File: src/rtl/uart_sha_pkg.sv
// Shared types and sizes for the UART-fed SHA-256 controller.
package uart_sha_pkg;

  localparam int BLOCK_BYTES  = 64;
  localparam int DIGEST_BYTES = 32;

  typedef enum logic [2:0] {
    RX,
    HASH,
    TX_LOAD,
    TX_WAIT_BUSY,
    TX_WAIT_IDLE
  } state_t;

endpackage

File: src/rtl/digest_serializer.sv
// Latches a finished digest and hands it to the UART transmitter one byte
// at a time, most significant byte first.
module digest_serializer
  import uart_sha_pkg::*;
(
  input  logic         clk,
  input  logic         reset,
  input  logic         start,
  input  logic [255:0] digest,
  input  state_t       state,
  input  logic         tx_busy,
  output logic         tx_send,
  output logic [7:0]   tx_data,
  output logic         last
);

  logic [255:0] digest_q;
  logic [4:0]   byte_idx;

  // The next byte to send always sits in the top of digest_q, so advancing
  // is a left shift rather than a 32-way mux on byte_idx.
  always_ff @(posedge clk) begin
    if (reset) begin
      digest_q <= '0;
      byte_idx <= '0;
      tx_send  <= 1'b0;
      tx_data  <= '0;
    end else begin
      tx_send <= 1'b0;
      if (start) begin
        digest_q <= digest;
        byte_idx <= '0;
      end
      if (state == TX_LOAD && !tx_busy) begin
        tx_send <= 1'b1;
        tx_data <= digest_q[255:248];
      end
      if (state == TX_WAIT_IDLE && !tx_busy && !last) begin
        byte_idx <= byte_idx + 5'd1;
        digest_q <= digest_q << 8;
      end
    end
  end

  assign last = (byte_idx == 5'(DIGEST_BYTES - 1));

endmodule

File: src/rtl/uart_sha_ctrl.sv
// Collects 64 UART bytes into a SHA-256 block, starts the hash core, then
// streams the 32-byte digest back out through the UART transmitter.
module uart_sha_ctrl
  import uart_sha_pkg::*;
#(
  parameter int TIMEOUT_CYCLES = 27000000
) (
  input  logic         clk,
  input  logic         rst,
  input  logic         rx_ready,
  input  logic [7:0]   rx_data,
  output logic         tx_send,
  output logic [7:0]   tx_data,
  input  logic         tx_busy,
  output logic         sha_start,
  output logic [511:0] sha_block,
  input  logic         sha_done,
  input  logic [255:0] sha_digest,
  output logic         busy,
  output logic         err_timeout,
  output logic         overrun
);

  localparam logic [31:0] IDLE_LAST = 32'(TIMEOUT_CYCLES - 1);

  state_t      state;
  state_t      next_state;
  logic        rx_prev;
  logic [5:0]  byte_cnt;
  logic [31:0] idle_cnt;
  logic        last_byte;

  logic rx_rise;
  logic accept;
  logic block_full;
  logic timeout;
  logic digest_start;

  assign rx_rise      = rx_ready && !rx_prev;
  assign accept       = rx_rise && (state == RX);
  assign block_full   = accept && (byte_cnt == 6'(BLOCK_BYTES - 1));
  // An accepted byte pre-empts a timeout landing on the same cycle.
  assign timeout      = (state == RX) && (byte_cnt != 6'd0) && !accept &&
                        (idle_cnt == IDLE_LAST);
  assign digest_start = (state == HASH) && sha_done;

  // State register.
  always_ff @(posedge clk) begin
    if (rst) state <= RX;
    else     state <= next_state;
  end

  // Next-state logic.
  always_comb begin
    // NOTE: default assignment first so no path leaves next_state unassigned (no latch).
    next_state = state;
    unique case (state)
      RX:           if (block_full)   next_state = HASH;
      HASH:         if (sha_done)     next_state = TX_LOAD;
      TX_LOAD:      if (!tx_busy)     next_state = TX_WAIT_BUSY;
      TX_WAIT_BUSY: if (tx_busy)      next_state = TX_WAIT_IDLE;
      TX_WAIT_IDLE: if (!tx_busy)     next_state = last_byte ? RX : TX_LOAD;
      default:                        next_state = RX;
    endcase
  end

  // State-decoded outputs.
  always_comb begin
    busy = (state != RX);
  end

  // Receive datapath: edge detect, block assembly, idle timer and flags.
  always_ff @(posedge clk) begin
    // NOTE: sequential state uses non-blocking assignments so every register samples pre-edge values.
    if (rst) begin
      // rx_prev starts high so a level already present at reset release is not a byte.
      rx_prev     <= 1'b1;
      byte_cnt    <= '0;
      idle_cnt    <= '0;
      // NOTE: sha_block is a flop bank (not a RAM), so resetting it is cheap and keeps it defined.
      sha_block   <= '0;
      sha_start   <= 1'b0;
      err_timeout <= 1'b0;
      overrun     <= 1'b0;
    end else begin
      rx_prev     <= rx_ready;
      sha_start   <= block_full;
      err_timeout <= timeout;
      if (rx_rise && state != RX) overrun <= 1'b1;

      if (accept) begin
        for (int i = 0; i < BLOCK_BYTES; i++) begin
          if (byte_cnt == 6'(i)) sha_block[8*(BLOCK_BYTES-1-i) +: 8] <= rx_data;
        end
        byte_cnt <= block_full ? 6'd0 : byte_cnt + 6'd1;
        idle_cnt <= '0;
      end else if (timeout) begin
        byte_cnt <= '0;
        idle_cnt <= '0;
      end else if (state == RX && byte_cnt != 6'd0) begin
        idle_cnt <= idle_cnt + 32'd1;
      end else begin
        idle_cnt <= '0;
      end
    end
  end

  digest_serializer u_serializer (
    .clk     (clk),
    .reset   (rst),
    .start   (digest_start),
    .digest  (sha_digest),
    .state   (state),
    .tx_busy (tx_busy),
    .tx_send (tx_send),
    .tx_data (tx_data),
    .last    (last_byte)
  );

endmodule

File: config.mk
export PLATFORM = sky130hd
export DESIGN_NAME = uart_sha_ctrl
export DESIGN_NICKNAME = d
export VERILOG_FILES = /design/src/rtl/uart_sha_pkg.sv /design/src/rtl/digest_serializer.sv /design/src/rtl/uart_sha_ctrl.sv
export SDC_FILE = /design/constraint.sdc
export NUM_CORES = 2
export LEC_CHECK = 0
export ABC_AREA = 0
export BUFFER_PORTS_ARGS = -buffer_cell sky130_fd_sc_hd__buf_2
export CAP_MARGIN = 20
export CORE_AREA = 2 2 311 313
export CTS_CLUSTER_DIAMETER = 150
export CTS_CLUSTER_SIZE = 25
export DETAILED_ROUTE_END_ITERATION = 12
export DIE_AREA = 0 0 313 315
export PLACE_DENSITY = 0.56
export SLEW_MARGIN = 20
export SYNTH_ARGS = -nofsm -noshare
export SYNTH_HDL_FRONTEND = slang
export SYNTH_SLANG_ARGS = --single-unit
File: constraint.sdc
create_clock -name clk -period 2.64 [get_ports clk]
set_clock_uncertainty 0.15 [all_clocks]
set_input_delay 0.264 -clock clk [delete_from_list [all_inputs] [get_ports clk]]
set_output_delay 0.264 -clock clk [all_outputs]
set_load 0.02 [all_outputs]
==> flow_metrics.py <==
metrics = {
    "placement": {
        "place.gp.congestion": 0.847,
        "detailedPlacementHpwl_um": 85200,
        "buffer_ports.inserted": 793,
    },
    "sta": {
        "whs_ns": 0.280,
        "rsz0062_at_grt": "no",
        "report.final.hold_viol_count": 0,
        "period_needed_ns": 2.56,
        "max-slew-margin-rel_pct": 49.8,
        "maxClockFrequency_mhz": 391,
        "finalSetupViolCount": 0,
        "layout_worst_path_cycle_share_pct": 97.0,
        "worst-slew-pin-transition_ns": 0.751,
        "setup_total_negative_slack_ns": 0,
        "final_max_slew_viol_count": 0,
    },
    "worst_hold_path": {
        "hold_end": "u_serializer.digest_q[3]",
        "timing.hold.worst_path_depth": 4,
        "min-delay-path-class": "input pin to register",
        "holdCritStartpoint": "sha_digest[3]",
    },
    "drt": {
        "wl_per_cell_um": 20.9,
        "detailroute.via_count": 28700,
        "detail-route-antenna-nets": 0,
        "detailedRoute.firstIterationViolations": 2035,
        "viasPerCell": 5.00,
        "number_of_search_and_repair_iterations_in_the_first_detailed_routing_pass": 7,
        "drc": 0,
        "postRouteWirelength_um": 120000,
    },
    "yosys": {
        "synth_sequential_area_ratio_pct": 49.1,
        "mappedNetlistArea_um2": 33700,
        "synthCells": 3522,
        "netlist.top_cell.by_area": "sky130_fd_sc_hd__dfxtp_1",
        "synth.avg_cell_area_um2": 9.57,
        "synth-warning-count": 0,
        "async_flop_share_pct": 0,
        "post-synth-top-area-fraction_pct": 49.1,
        "synth-edff-count": 0,
        "synth.cells.most_frequent": "sky130_fd_sc_hd__dfxtp_1, sky130_fd_sc_hd__nand2_1, sky130_fd_sc_hd__mux2i_1, sky130_fd_sc_hd__nand2b_1, sky130_fd_sc_hd__nor2_1",
        "synth_nets": 3798,
        "synth_top_cells_by_area": "sky130_fd_sc_hd__dfxtp_1, sky130_fd_sc_hd__mux2i_1, sky130_fd_sc_hd__nand2b_1",
        "synth_most_common_cell": "sky130_fd_sc_hd__dfxtp_1",
        "postSynth.topFlopCell": "sky130_fd_sc_hd__dfxtp_1",
        "synth_seq_cells": 827,
        "synth_cell_types": 56,
    },
    "power_and_ir_drop": {
        "static-leakage-power_nw": 20.7,
        "powerDensity_nw_per_um2": 487,
        "worst_ir_drop_vdd_mv": 0.402,
    },
    "floorplan": {
        "core_area_um2": 95700,
        "placementRows": 114,
        "die_h_um": 315,
        "die_outline_area_um2": 98600,
        "die_width_um": 313,
        "starting_utilization_of_the_core_area_pct": 35.2,
        "floorplan.io_pins": 794,
    },
    "clock_tree": {
        "clk_pin_slew_worst_paths_ns": 0.11,
        "insertion_delay_ns": 0.63,
        "cts_root_buffer": "sky130_fd_sc_hd__clkbuf_16",
        "post-cts-setup-buffers": 0,
        "clkSinkCount": 827,
        "cts-htree-levels": 2,
        "tritoncts_clock_tree": "done",
        "cts_buffers": 39,
        "max-clock-path-buffers": 3,
    },
    "global_route": {
        "grt_start_max_net_pins": 126,
        "grt_remaining_overflow": 0,
        "first_global_vias": 27800,
        "grt_first_pass_wirelength_um": 177000,
        "globalRouteTotalUtil_pct": 23.3,
        "grt_antenna_before_repair": 5,
    },
    "outcome": {
        "outcome": "complete, no violations",
    },
    "setup_path": {
        "timing.critical_path.from_type": "register",
        "worstReg2RegStart": "u_serializer.byte_idx[0]",
        "timing.reg2reg.worst_path_depth": 9,
        "end_kind": "register",
        "cp_data_required_time_ns": 2.96,
        "worst_ep_arrival_time_ns": 2.88,
        "critPathMaxFanout": 85,
        "path_class": "register to register",
        "rr_endpoint": "u_serializer.digest_q[151]",
        "reg2reg_slack_ns": 0.08,
    },
    "final_layout": {
        "drive_above_1_share_pct": 23.5,
        "syn_to_final_growth_pct": 28.3,
        "final_net_count": 4731,
        "utilization_pct": 45.2,
    },
    "job": {
        "max_cap_violations": 0,
    },
}
through the flow:
step | cell area [um2] | cells | worst slack (ns) | total power, W
2_1_floorplan | 33700 | 3522 | 0.360 | 0.0135
3_3_place_gp | 39500 | 5422 | 0.0668 | 0.0141
3_5_place_dp | 39500 | 5422 | 0.129 | 0.0141
4_1_cts | 43300 | 5733 | 0.0937 | 0.0213
5_1_grt | 43300 | 5738 | 0.0100 | 0.0218
6_report | 43300 | 5738 | 0.0801 | 0.0211
metal layers:
layer,up-vias,wire length (um),global-route usage (%)
met3,176,6690,4.08
met2,915,56500,38.8
met4,0,4620,8.76
met5,-,0,0
li1,13900,-,-
met1,13700,52200,30.0
cell families after synthesis:
family,synth area share [%]
adders and majority gates,0.260
buffers and inverters,3.65
DFF,49.1
AOI/OAI and AO/OA,8.01
and+or+nand+nor,23.4
muxes,15.2
xor gates and xnor gates,0.364
area by class of cell:
cell class | instances | area [um2]
multi-input combinational | 2383 | 16000
sequential | 827 | 16600
antenna | 5 | 12.5
clock inverter | 3 | 55.1
clock buffer | 40 | 1000
timing repair buffer | 1189 | 7990
fill | 9164 | 52400
inverter | 15 | 56.3
tap | 1276 | 1600
layout by cell type, fill, tap and decap left out, types with 3 or more instances in the layout:
cell                            Yosys  routed
sky130_fd_sc_hd__or3_1              9       9
sky130_fd_sc_hd__mux2i_1          513     513
sky130_fd_sc_hd__dlygate4sd3_1      0     268
sky130_fd_sc_hd__a211oi_1          13      13
sky130_fd_sc_hd__buf_2             17     792
sky130_fd_sc_hd__nor2_1           294     294
sky130_fd_sc_hd__inv_1             15      15
sky130_fd_sc_hd__o21ai_0            9       9
sky130_fd_sc_hd__nand2b_1         491     483
sky130_fd_sc_hd__and4_1             4       4
sky130_fd_sc_hd__nor3_1            25      25
sky130_fd_sc_hd__or4_4              5       5
sky130_fd_sc_hd__nand2b_2           0       6
sky130_fd_sc_hd__buf_12             0      29
sky130_fd_sc_hd__diode_2            0       5
sky130_fd_sc_hd__or2_2              4       3
sky130_fd_sc_hd__xor2_1             4       4
sky130_fd_sc_hd__dfxtp_1          827     827
sky130_fd_sc_hd__clkbuf_16          0      40
sky130_fd_sc_hd__nor4_1            10       9
sky130_fd_sc_hd__nor4_2             5       5
sky130_fd_sc_hd__o31ai_1           10      10
sky130_fd_sc_hd__or4_1              9       9
sky130_fd_sc_hd__a311oi_1         249     249
sky130_fd_sc_hd__nand3_2           17      17
sky130_fd_sc_hd__and3_1             6       6
sky130_fd_sc_hd__a21oi_1           25      25
sky130_fd_sc_hd__nor3b_1            3       3
sky130_fd_sc_hd__nand3_1           19      19
sky130_fd_sc_hd__buf_4              0      99
sky130_fd_sc_hd__and2_1             3       3
sky130_fd_sc_hd__ha_1               7       7
sky130_fd_sc_hd__nand3_4           30      30
sky130_fd_sc_hd__o22ai_1            3       3
sky130_fd_sc_hd__nand4_1            7       7
sky130_fd_sc_hd__a211oi_2           3       3
sky130_fd_sc_hd__xnor2_1           10      10
sky130_fd_sc_hd__nand2_1          564     563
sky130_fd_sc_hd__nor3_4             3       3
flip-flops by register name, indices dropped and copies added, names as in the netlist:
register / count
u_serializer.tx_data: 8
overrun: 1
byte_cnt: 6
u_serializer.digest_q: 256
state: 3
idle_cnt: 32
rx_prev: 1
sha_start: 1
sha_block: 512
u_serializer.tx_send: 1
u_serializer.byte_idx: 5
err_timeout: 1
repair_timing:
action	in CTS	in global routing
hold endpoints to repair	296	0
hold buffers	268	0
endpoints found under the setup margin	0	1
gates resized for setup	0	1
how the worst max path moves through the flow:
stage	slack (ns)	from	cells after the start	end
2_1_floorplan	0.36	byte_cnt[0]	6	byte_cnt[2]
3_3_place_gp	0.07	byte_cnt[0]	5	state[0]
3_5_place_dp	0.13	byte_cnt[0]	5	state[0]
5_1_grt	0.01	u_serializer.byte_idx[0]	9	u_serializer.digest_q[151]
4_1_cts	0.09	byte_cnt[0]	5	state[0]
6_report	0.08	u_serializer.byte_idx[0]	9	u_serializer.digest_q[151]
critical path: stages (launching register included):
cell and delay (ns):
sky130_fd_sc_hd__dfxtp_1 0.39, sky130_fd_sc_hd__ha_1 0.20, sky130_fd_sc_hd__and3_1 0.17, sky130_fd_sc_hd__ha_1 0.16
sky130_fd_sc_hd__nor3b_1 0.05, sky130_fd_sc_hd__buf_4 0.14, sky130_fd_sc_hd__nand2_4 0.28, sky130_fd_sc_hd__buf_12 0.35
sky130_fd_sc_hd__nor2_1 0.09, sky130_fd_sc_hd__a311oi_1 0.38
power breakdown:
| group | leakage (nW) | switching [W] | internal [W] |
|---|---|---|---|
| Sequential | 6.66 | 0.0000476 | 0.0125 |
| Combinational | 13.5 | 0.000779 | 0.000736 |
| Clock | 0.516 | 0.00419 | 0.00277 |
No activity file was read; power rests on OpenSTA's default activity.
